==> src/rtl/motor_pwm_driver_pkg.sv <==
// Shared drive codes and channel state encoding for the
// dual H-bridge PWM driver.
package motor_pwm_driver_pkg;

  localparam logic [1:0] DRV_OFF  = 2'd0;
  localparam logic [1:0] DRV_FWD  = 2'd1;
  localparam logic [1:0] DRV_FAST = 2'd2;
  localparam logic [1:0] DRV_REV  = 2'd3;

  typedef enum logic [1:0] {
    ST_STOP,
    ST_FWD,
    ST_REV,
    ST_DEAD
  } ch_state_t;

  // Running direction implied by a non-off code.
  function automatic ch_state_t dir_of(input logic [1:0] code);
    return (code == DRV_REV) ? ST_REV : ST_FWD;
  endfunction

endpackage

==> src/rtl/motor_pwm_channel.sv <==
// One H-bridge channel: code register, direction FSM with
// reversal dead time, duty ramp and registered EN/IN pins.
module motor_pwm_channel
  import motor_pwm_driver_pkg::*;
#(
  parameter int PERIOD    = 2000,
  parameter int CNT_W     = 11,
  parameter int DUTY_1    = 1200,
  parameter int DUTY_2    = 1800,
  parameter int DUTY_REV  = 1200,
  parameter int DEAD      = 50000,
  parameter int RAMP_STEP = 20
) (
  input  logic             clk,
  input  logic             rst,
  input  logic [CNT_W-1:0] cnt,
  input  logic             period_end,
  input  logic [1:0]       drive,
  output logic             en,
  output logic             in1,
  output logic             in2
);

  localparam int DEAD_W = (DEAD > 1) ? $clog2(DEAD) : 1;
  localparam logic [DEAD_W-1:0] DEAD_LOAD = DEAD_W'(DEAD - 1);
  localparam logic [CNT_W:0] STEP = (CNT_W + 1)'(RAMP_STEP);

  logic [1:0]        code_q;
  ch_state_t         state;
  ch_state_t         st_n;
  logic [CNT_W-1:0]  duty;
  logic [CNT_W-1:0]  duty_n;
  logic [CNT_W-1:0]  target;
  logic [CNT_W-1:0]  ramped;
  logic [CNT_W-1:0]  gap;
  logic [CNT_W-1:0]  cnt_n;
  logic [CNT_W:0]    up;
  logic [DEAD_W-1:0] dead_cnt;
  logic [DEAD_W-1:0] dead_n;
  logic              run_n;

  always_comb begin
    target = '0;
    unique case (1'b1)
      (code_q == DRV_FWD):  target = CNT_W'(DUTY_1);
      (code_q == DRV_FAST): target = CNT_W'(DUTY_2);
      (code_q == DRV_REV):  target = CNT_W'(DUTY_REV);
      default:              target = '0;
    endcase
  end

  // Move toward target by at most one step, never overshooting.
  always_comb begin
    up     = {1'b0, duty} + STEP;
    gap    = duty - target;
    ramped = duty;
    if (duty < target) begin
      ramped = (up > {1'b0, target}) ? target : up[CNT_W-1:0];
    end else if (duty > target) begin
      ramped = ({1'b0, gap} > STEP) ? duty - STEP[CNT_W-1:0] : target;
    end
  end

  always_comb begin
    st_n   = state;
    duty_n = duty;
    dead_n = dead_cnt;
    unique case (state)
      ST_STOP: begin
        duty_n = '0;
        if (code_q != DRV_OFF) st_n = dir_of(code_q);
      end
      ST_FWD, ST_REV: begin
        if (code_q == DRV_OFF) begin
          st_n   = ST_STOP;
          duty_n = '0;
        end else if (dir_of(code_q) != state) begin
          st_n   = ST_DEAD;
          dead_n = DEAD_LOAD;
          duty_n = '0;
        end else if (period_end) begin
          duty_n = ramped;
        end
      end
      ST_DEAD: begin
        duty_n = '0;
        if (code_q == DRV_OFF) begin
          st_n = ST_STOP;
        end else if (dead_cnt == '0) begin
          st_n = dir_of(code_q);
        end else begin
          dead_n = dead_cnt - 1'b1;
        end
      end
      default: st_n = ST_STOP;
    endcase
  end

  // Pins are evaluated against the counter value they will be seen with.
  assign cnt_n = period_end ? '0 : cnt + 1'b1;
  assign run_n = (st_n == ST_FWD) || (st_n == ST_REV);

  always_ff @(posedge clk or posedge rst) begin
    if (rst) begin
      code_q   <= DRV_OFF;
      state    <= ST_STOP;
      duty     <= '0;
      dead_cnt <= '0;
      en       <= 1'b0;
      in1      <= 1'b0;
      in2      <= 1'b0;
    end else begin
      code_q   <= drive;
      state    <= st_n;
      duty     <= duty_n;
      dead_cnt <= dead_n;
      en       <= run_n && (cnt_n < duty_n);
      in1      <= (st_n == ST_FWD);
      in2      <= (st_n == ST_REV);
    end
  end

endmodule

==> src/rtl/motor_pwm_driver.sv <==
// Dual-channel H-bridge PWM driver: shared period counter
// feeding two independent channels.
module motor_pwm_driver
  import motor_pwm_driver_pkg::*;
#(
  parameter int PERIOD    = 2000,
  parameter int CNT_W     = 11,
  parameter int DUTY_1    = 1200,
  parameter int DUTY_2    = 1800,
  parameter int DUTY_REV  = 1200,
  parameter int DEAD      = 50000,
  parameter int RAMP_STEP = 20
) (
  input  logic       CLK,
  input  logic       RST,
  input  logic [1:0] DriveA,
  input  logic [1:0] DriveB,
  output logic       ENA,
  output logic       IN1A,
  output logic       IN2A,
  output logic       ENB,
  output logic       IN1B,
  output logic       IN2B
);

  logic [CNT_W-1:0] cnt;
  logic             period_end;

  assign period_end = (cnt == CNT_W'(PERIOD - 1));

  always_ff @(posedge CLK or posedge RST) begin
    if (RST) begin
      cnt <= '0;
    end else begin
      cnt <= period_end ? '0 : cnt + 1'b1;
    end
  end

  motor_pwm_channel #(
    .PERIOD(PERIOD), .CNT_W(CNT_W),
    .DUTY_1(DUTY_1), .DUTY_2(DUTY_2),
    .DUTY_REV(DUTY_REV), .DEAD(DEAD),
    .RAMP_STEP(RAMP_STEP)
  ) u_ch_a (
    .clk(CLK), .rst(RST),
    .cnt(cnt), .period_end(period_end),
    .drive(DriveA),
    .en(ENA), .in1(IN1A), .in2(IN2A)
  );

  motor_pwm_channel #(
    .PERIOD(PERIOD), .CNT_W(CNT_W),
    .DUTY_1(DUTY_1), .DUTY_2(DUTY_2),
    .DUTY_REV(DUTY_REV), .DEAD(DEAD),
    .RAMP_STEP(RAMP_STEP)
  ) u_ch_b (
    .clk(CLK), .rst(RST),
    .cnt(cnt), .period_end(period_end),
    .drive(DriveB),
    .en(ENB), .in1(IN1B), .in2(IN2B)
  );

endmodule

==> config.mk <==
export PLATFORM = sky130hd
export DESIGN_NAME = motor_pwm_driver
export DESIGN_NICKNAME = d
export VERILOG_FILES = /design/src/rtl/motor_pwm_driver_pkg.sv /design/src/rtl/motor_pwm_channel.sv /design/src/rtl/motor_pwm_driver.sv
export SDC_FILE = /design/constraint.sdc
export NUM_CORES = 1
export LEC_CHECK = 0
export CORE_MARGIN = 10
export CORE_UTILIZATION = 58
export DETAILED_ROUTE_END_ITERATION = 8
export GPL_ROUTABILITY_DRIVEN = 0
export PLACE_DENSITY = 0.76
export SYNTH_ARGS = -nofsm -noshare
export SYNTH_HDL_FRONTEND = slang
export SYNTH_SLANG_ARGS = --single-unit
==> constraint.sdc <==
create_clock -name CLK -period 4.3 [get_ports CLK]
set_input_delay 1.075 -clock CLK [delete_from_list [all_inputs] [get_ports CLK]]
set_output_delay 1.075 -clock CLK [all_outputs]
set_load 0.03 [all_outputs]
Word level (Yosys, flattened, before mapping)
Cells that the tools add are included.
{"block": "op_classes", "add_sub_neg": 9, "magnitude_cmp": 10, "n_eq_ne": 27, "muxes": 43, "n_reduce_logical": 22}
{"operator": "$mux 11", "n": 15}
{"operator": "$mux 16", "n": 8}
{"operator": "$pmux 11 s2", "n": 4}
{"operator": "$pmux 16 s2", "n": 2}
{"operator": "$lt 11x11->1", "n": 4}
{"operator": "$logic_not 16->1", "n": 2}
{"operator": "$sub 16x1->16 const B", "n": 2}
{"operator": "$add 11x5->12 const B", "n": 2}
{"operator": "$gt 12x11->1", "n": 2}
{"operator": "$mux 2", "n": 12}
{"operator": "$gt 11x11->1", "n": 2}
{"operator": "$gt 11x5->1 const B", "n": 2}
{"operator": "$sub 11x11->11", "n": 2}
{"operator": "$sub 11x5->11 const B", "n": 2}
{"operator": "$eq 2x2->1 const B", "n": 10}
{"operator": "$eq 2x1->1 const B", "n": 6}
{"operator": "$ne 2x2->1 const B", "n": 6}
{"operator": "$pmux 2 s3", "n": 2}
{"operator": "$reduce_or 2->1", "n": 6}
{"operator": "$add 11x1->11 const B", "n": 1}
{"operator": "$eq 11x11->1 const B", "n": 1}
{"operator": "$reduce_and 5->1", "n": 2}
{"operator": "$logic_not 2->1", "n": 4}
{"operator": "$reduce_bool 2->1", "n": 4}
{"operator": "other kinds (4)", "n": 8}
{"block": "totals", "reg_bits": 79, "out_inout_bits": 6}

Depth between registers and ports, before layout
{"block": "depth", "ltp_word": 14, "ltp_mapped": 23}

Hierarchy
From an unflattened synthesis, not the netlist that was laid out.
{"block": "hier_totals", "cells_unflattened": 893, "hier_area_um2": 7318.3}
{"module": "motor_pwm_channel", "instances": 2, "cells_per_inst": 420, "area_per_inst_um2": 3375.7}
{"module": "motor_pwm_driver", "instances": 1, "cells_per_inst": 53, "area_per_inst_um2": 566.8}

Least setup slack after synthesis
OpenSTA, ideal clock, no wires.
{"block": "synth_timing", "kind": "register to register", "from": "register u_ch_a.code_q[0]", "to": "register u_ch_a.en", "setup_time_ps": 125, "arrival_time_ps": 4630, "path_slack_ps": -455, "stages_incl_launch_ff": 22, "period_less_slack_ps": 4755, "path_cell_list": "dfrtp_1 clkbuf_1 inv_1 nand2_1 inv_1 ha_1 fa_1 nand2b_1 a21oi_1 nor2_1 a211oi_1 a21boi_1 nor2b_1 o311ai_0 nand3_1 ha_1 a21o_1 a21o_1 a21oi_1 o21ai_0 a21o_1 a2111oi_0"}
{"block": "synth_between", "elab_chain_len": 14, "elab_cells_between_ends": 33}
{"element": "from (decl)", "line_no": "motor_pwm_channel.sv:28", "text": "logic [1:0] code_q;"}
{"element": "from (signal assigned)", "line_no": "motor_pwm_channel.sv:113", "text": "code_q <= drive;"}
{"element": "$eq 2x2->1 or $eq 2x1->1 (tied branches)", "line_no": "motor_pwm_driver_pkg.sv:19, motor_pwm_channel.sv:47, motor_pwm_channel.sv:45"}
{"element": "$reduce_or 2->1 (no line)"}
{"element": "$pmux 11 s2", "line_no": "motor_pwm_channel.sv:44", "text": "unique case (1'b1)"}
{"element": "$sub 11x11->11", "line_no": "motor_pwm_channel.sv:55", "text": "gap = duty - target;"}
{"element": "$gt 11x5->1", "line_no": "motor_pwm_channel.sv:60", "text": "ramped = ({1'b0, gap} > STEP) ? duty - STEP[CNT_W-1:0] : target;"}
{"element": "$mux 11", "line_no": "motor_pwm_channel.sv:60"}
{"element": "$mux 11", "line_no": "motor_pwm_channel.sv:59", "text": "end else if (duty > target) begin"}
{"element": "$mux 11", "line_no": "motor_pwm_channel.sv:57", "text": "if (duty < target) begin"}
{"element": "$mux 11", "line_no": "motor_pwm_channel.sv:81", "text": "end else if (period_end) begin"}
{"element": "$mux 11", "line_no": "motor_pwm_channel.sv:77", "text": "end else if (dir_of(code_q) != state) begin"}
{"element": "$mux 11", "line_no": "motor_pwm_channel.sv:74", "text": "if (code_q == DRV_OFF) begin"}
{"element": "$pmux 11 s2", "line_no": "motor_pwm_channel.sv:68", "text": "unique case (state)"}
{"element": "$lt 11x11->1", "line_no": "motor_pwm_channel.sv:117", "text": "en <= run_n && (cnt_n < duty_n);"}
{"element": "$logic_and 1x1->1 *", "line_no": "motor_pwm_channel.sv:117"}
{"element": "to (signal assigned)", "line_no": "motor_pwm_channel.sv:117"}
{"element": "to (decl)", "line_no": "motor_pwm_channel.sv:19", "text": "output logic en,"}
Mark *: on every way between the ends. The rest lies on a longest branch, timed or not.
A chain may end at the register's enable or synchronous reset.

Final worst setup path
{"block": "layout_timing", "from": "register u_ch_b.duty[2]", "to": "register u_ch_b.en"}
{"block": "layout_between", "elab_chain_len": 11, "elab_cells_between_ends": 17}
{"element": "from (decl)", "line_no": "motor_pwm_channel.sv:31", "text": "logic [CNT_W-1:0] duty;"}
{"element": "from (signal assigned)", "line_no": "motor_pwm_channel.sv:115", "text": "duty <= duty_n;"}
{"element": "$sub 11x11->11", "line_no": "motor_pwm_channel.sv:55"}
{"element": "$gt 11x5->1", "line_no": "motor_pwm_channel.sv:60"}
{"element": "$mux 11", "line_no": "motor_pwm_channel.sv:60"}
{"element": "$mux 11", "line_no": "motor_pwm_channel.sv:59"}
{"element": "$mux 11", "line_no": "motor_pwm_channel.sv:57"}
{"element": "$mux 11 *", "line_no": "motor_pwm_channel.sv:81"}
{"element": "$mux 11 *", "line_no": "motor_pwm_channel.sv:77"}
{"element": "$mux 11 *", "line_no": "motor_pwm_channel.sv:74"}
{"element": "$pmux 11 s2 *", "line_no": "motor_pwm_channel.sv:68"}
{"element": "$lt 11x11->1 *", "line_no": "motor_pwm_channel.sv:117"}
{"element": "$logic_and 1x1->1 *", "line_no": "motor_pwm_channel.sv:117"}
{"element": "to (signal assigned)", "line_no": "motor_pwm_channel.sv:117"}
{"element": "to (decl)", "line_no": "motor_pwm_channel.sv:19"}
Marks and branches as above.

==> metrics <==
GRT overflow=0; Via density=6.66; R2R setup slack=-0.08 ns; CTS buffer count=9; Seq pwr share=0.326; cts hold-fix bufs=0; Total Routing Usage GR=0.222; final net count=954; share of cells above drive strength 1=0.232; Critical Path Start=u_ch_b.duty[2]; status=complete, but fails checks; Total Wirelength=19500 µm; startpoint types=flip-flop; Clock Pin Slew Worst Setup and Hold Paths=0.06 ns; Pint=0.00164 W; most numerous cell in the Yosys netlist=dfrtp_1; Pins Over Slew Limit=0; Crit Path Max Fanout=5; Mapped Area=6610 µm²; Worst Hold Class=flip-flop to flip-flop; io pins=12; Initial DRT Pass Iterations=9; number of global-route vias before repair=6350; DP HPWL=13700 µm; Synth Instances=794; Synth cell types=73; Post-DRT Antenna Nets=0; ANT cells=0; CTS tree=built; first-pass GRT wire length=30400 µm; H-tree Lvls=3; predominant post-synthesis flop cell=dfrtp_1; DRC Markers=0; Clk pwr share=0.329; initial DRC count=888; Seq cells post-synth=79; worst endpoint data arrival time=4.65 ns; failing checks=setup timing; # port buffers=11; CP Capture Type=flip-flop; Psw=0.000940 W; fin crit share=1.02; clock root buffer master=clkbuf_16; Required @ worst endpoint=4.57 ns; Synth async-reset ratio=1.00; Sw Share=0.364; area grow syn2layout=23.9%; post-layout util=0.745; Ys Warns=0; VDD IR max=316 µV; initial antenna violation count=0; Final Critical Period=4.38 ns; routed len/inst=19.0 µm; Least-Margin Pin Slew=1.01 ns; PnR worst setup slack=-0.0757 ns; core region area=11000 µm²; Worst Reg-to-Reg Cells=23; hold path endpoint=u_ch_a.duty[1]; largest net degree at the start of global routing=48; Starting Density=0.602; Via Count=6842; top post-synthesis cells by area=dfrtp_1 (30%), ha_1 (12%), nor2_1 (4.2%); Seq/Total Area, Yosys=0.299; CTS Sinks=79; Final Hold Viols=0; power per cell area=316 nW/µm²; Pleak=3.59 nW; Slew HR=0.324; HP Start=u_ch_a.duty[1]; leading area contributor after synthesis=dfrtp_1; syn_area_per_cell=8.32 µm²; maximum clock path buffer count=2; Worst R2R Start=u_ch_b.duty[2]; Setup TNS=-0.0757 ns; number of setup violations in the final report=1; Die W=127 µm; clk_skew=0.00481 ns; Max Cap Violations=0; chip height=127 µm; Row Count=38; RSZ-0062 raised after global routing=true; Reg2Reg Capture Point=u_ch_b.en; synthesized net count=865; EDFF count, synth=0; clock latency at the later pin of the worst-skew pair=0.35 ns; post-synth top area share=0.299; Setup CP Type=flip-flop to flip-flop; Logic pwr share=0.345; fmax=0.229 GHz; most common library cells after synthesis=dfrtp_1 (79), nor2_1 (74), ha_1 (63); die area=16100 µm²; Hold Path Cell Cnt=2
[worst max path at each step]
stage	to	slack, ns	cells after the start
finish	u_ch_b.en	-0.08	23
CTS	u_ch_b.en	-0.04	22
floorplan	u_ch_b.en	0.009	23
global route	u_ch_b.en	-0.20	21
detailed placement	u_ch_b.en	-0.23	22
global placement	u_ch_b.en	-0.02	22
[what timing repair did]
item                                    4_1_cts  5_1_grt
resized for setup                            23       43
buffers inserted                              6        9
pin swaps                                    18       27
endpoints found under the setup margin        2        2
[through the flow]
stage               power [W]  std cells  instance area, µm²  hold slack, ns  setup WS [ns]
floorplan             0.00148        794                6670           0.448        0.00897
global placement      0.00166        997                7450           0.468        -0.0248
detailed placement    0.00170        997                7450           0.488         -0.230
CTS                   0.00257       1018                7900           0.494        -0.0432
global route          0.00271       1027                8180           0.505         -0.204
finish                0.00259       1027                8180           0.496        -0.0757
[cell type report]
| type | count | area [µm²] |
|---|---|---|
| clock buffer | 10 | 239 |
| clock inverter | 5 | 81.3 |
| fill | 765 | 2800 |
| inverter | 34 | 129 |
| multi-input combinational | 647 | 4690 |
| sequential | 79 | 1980 |
| tap | 140 | 175 |
| timing repair buffer | 112 | 885 |
[cells in the final DEF (no fill, tap or decap), types with 11 or more instances in the layout]
| cell | synthesis | final |
|---|---|---|
| buf_4 | 1 | 99 |
| dfrtp_1 | 79 | 74 |
| nor2_1 | 74 | 70 |
| nand2_1 | 57 | 56 |
| ha_1 | 63 | 54 |
| o21ai_0 | 53 | 45 |
| a21oi_1 | 51 | 44 |
| nand3_1 | 32 | 32 |
| inv_1 | 34 | 27 |
| nor3_1 | 26 | 22 |
| xor2_1 | 21 | 18 |
| xnor2_1 | 17 | 17 |
| a21o_1 | 15 | 15 |
| nand4_1 | 14 | 14 |
| or3_1 | 13 | 12 |
| or2_2 | 12 | 12 |
| nor4_1 | 12 | 12 |
| o21a_1 | 12 | 12 |
| nand2b_1 | 12 | 11 |
| and3_1 | 13 | 11 |
| a31oi_1 | 12 | 11 |
| clkdlybuf4s50_1 | 0 | 11 |
[power groups by stage]
stage | registers [W] | logic (W) | clock network, W
global route | 0.000848 | 0.000979 | 0.000880
CTS | 0.000841 | 0.000876 | 0.000852
global placement | 0.000851 | 0.000808 | 0
detailed placement | 0.000855 | 0.000850 | 0
finish | 0.000843 | 0.000891 | 0.000851
floorplan | 0.000872 | 0.000610 | 0
[cell families (layout without fill, tap and decap cells)]
group,Yosys count,in the layout,synth area share
AOI/OAI and AO/OA,235,235,0.238
muxes,9,9,0.0136
buffers and inverters,68,161,0.0420
adders and majority gates,66,66,0.127
and+or+nand+nor,299,299,0.230
xor gates and xnor gates,38,38,0.0504
DFF,79,79,0.299
[worst max-delay path, cell delays in order, from the launching register on]
cell,delay (ns)
dfrtp_1,0.43
a21oi_2,0.20
nor2_2,0.06
and3_4,0.17
xor2_2,0.15
ha_1,0.31
and3_4,0.18
nand4_1,0.11
o311a_1,0.31
o21a_1,0.12
buf_4,0.14
o21ai_2,0.22
buf_4,0.18
o22ai_1,0.07
a21oi_1,0.20
o221ai_1,0.19
ha_1,0.37
a21oi_2,0.15
nor2b_1,0.06
o21ai_1,0.13
nand2b_1,0.10
a211oi_2,0.20
o21ai_1,0.08
a31oi_1,0.14
[metal layers]
metal | track usage | vias to the layer above | wire (µm)
li1 | - | 3122 | -
met1 | 0.288 | 3265 | 8080
met2 | 0.360 | 372 | 9150
met3 | 0.0429 | 83 | 1650
met4 | 0.0810 | 0 | 620
met5 | 0 | - | 0
[sequential cells by signal, summed over array words and instances (netlist names)]
name	cells
u_ch_b.en	1
u_ch_b.in1	1
u_ch_b.in2	1
u_ch_a.dead_cnt	16
u_ch_b.code_q	2
u_ch_a.code_q	2
u_ch_b.dead_cnt	16
u_ch_b.state	2
u_ch_a.duty	11
u_ch_a.in1	1
u_ch_b.duty	11
u_ch_a.en	1
cnt	11
u_ch_a.state	2
u_ch_a.in2	1
(Power assumes the default switching activity.)
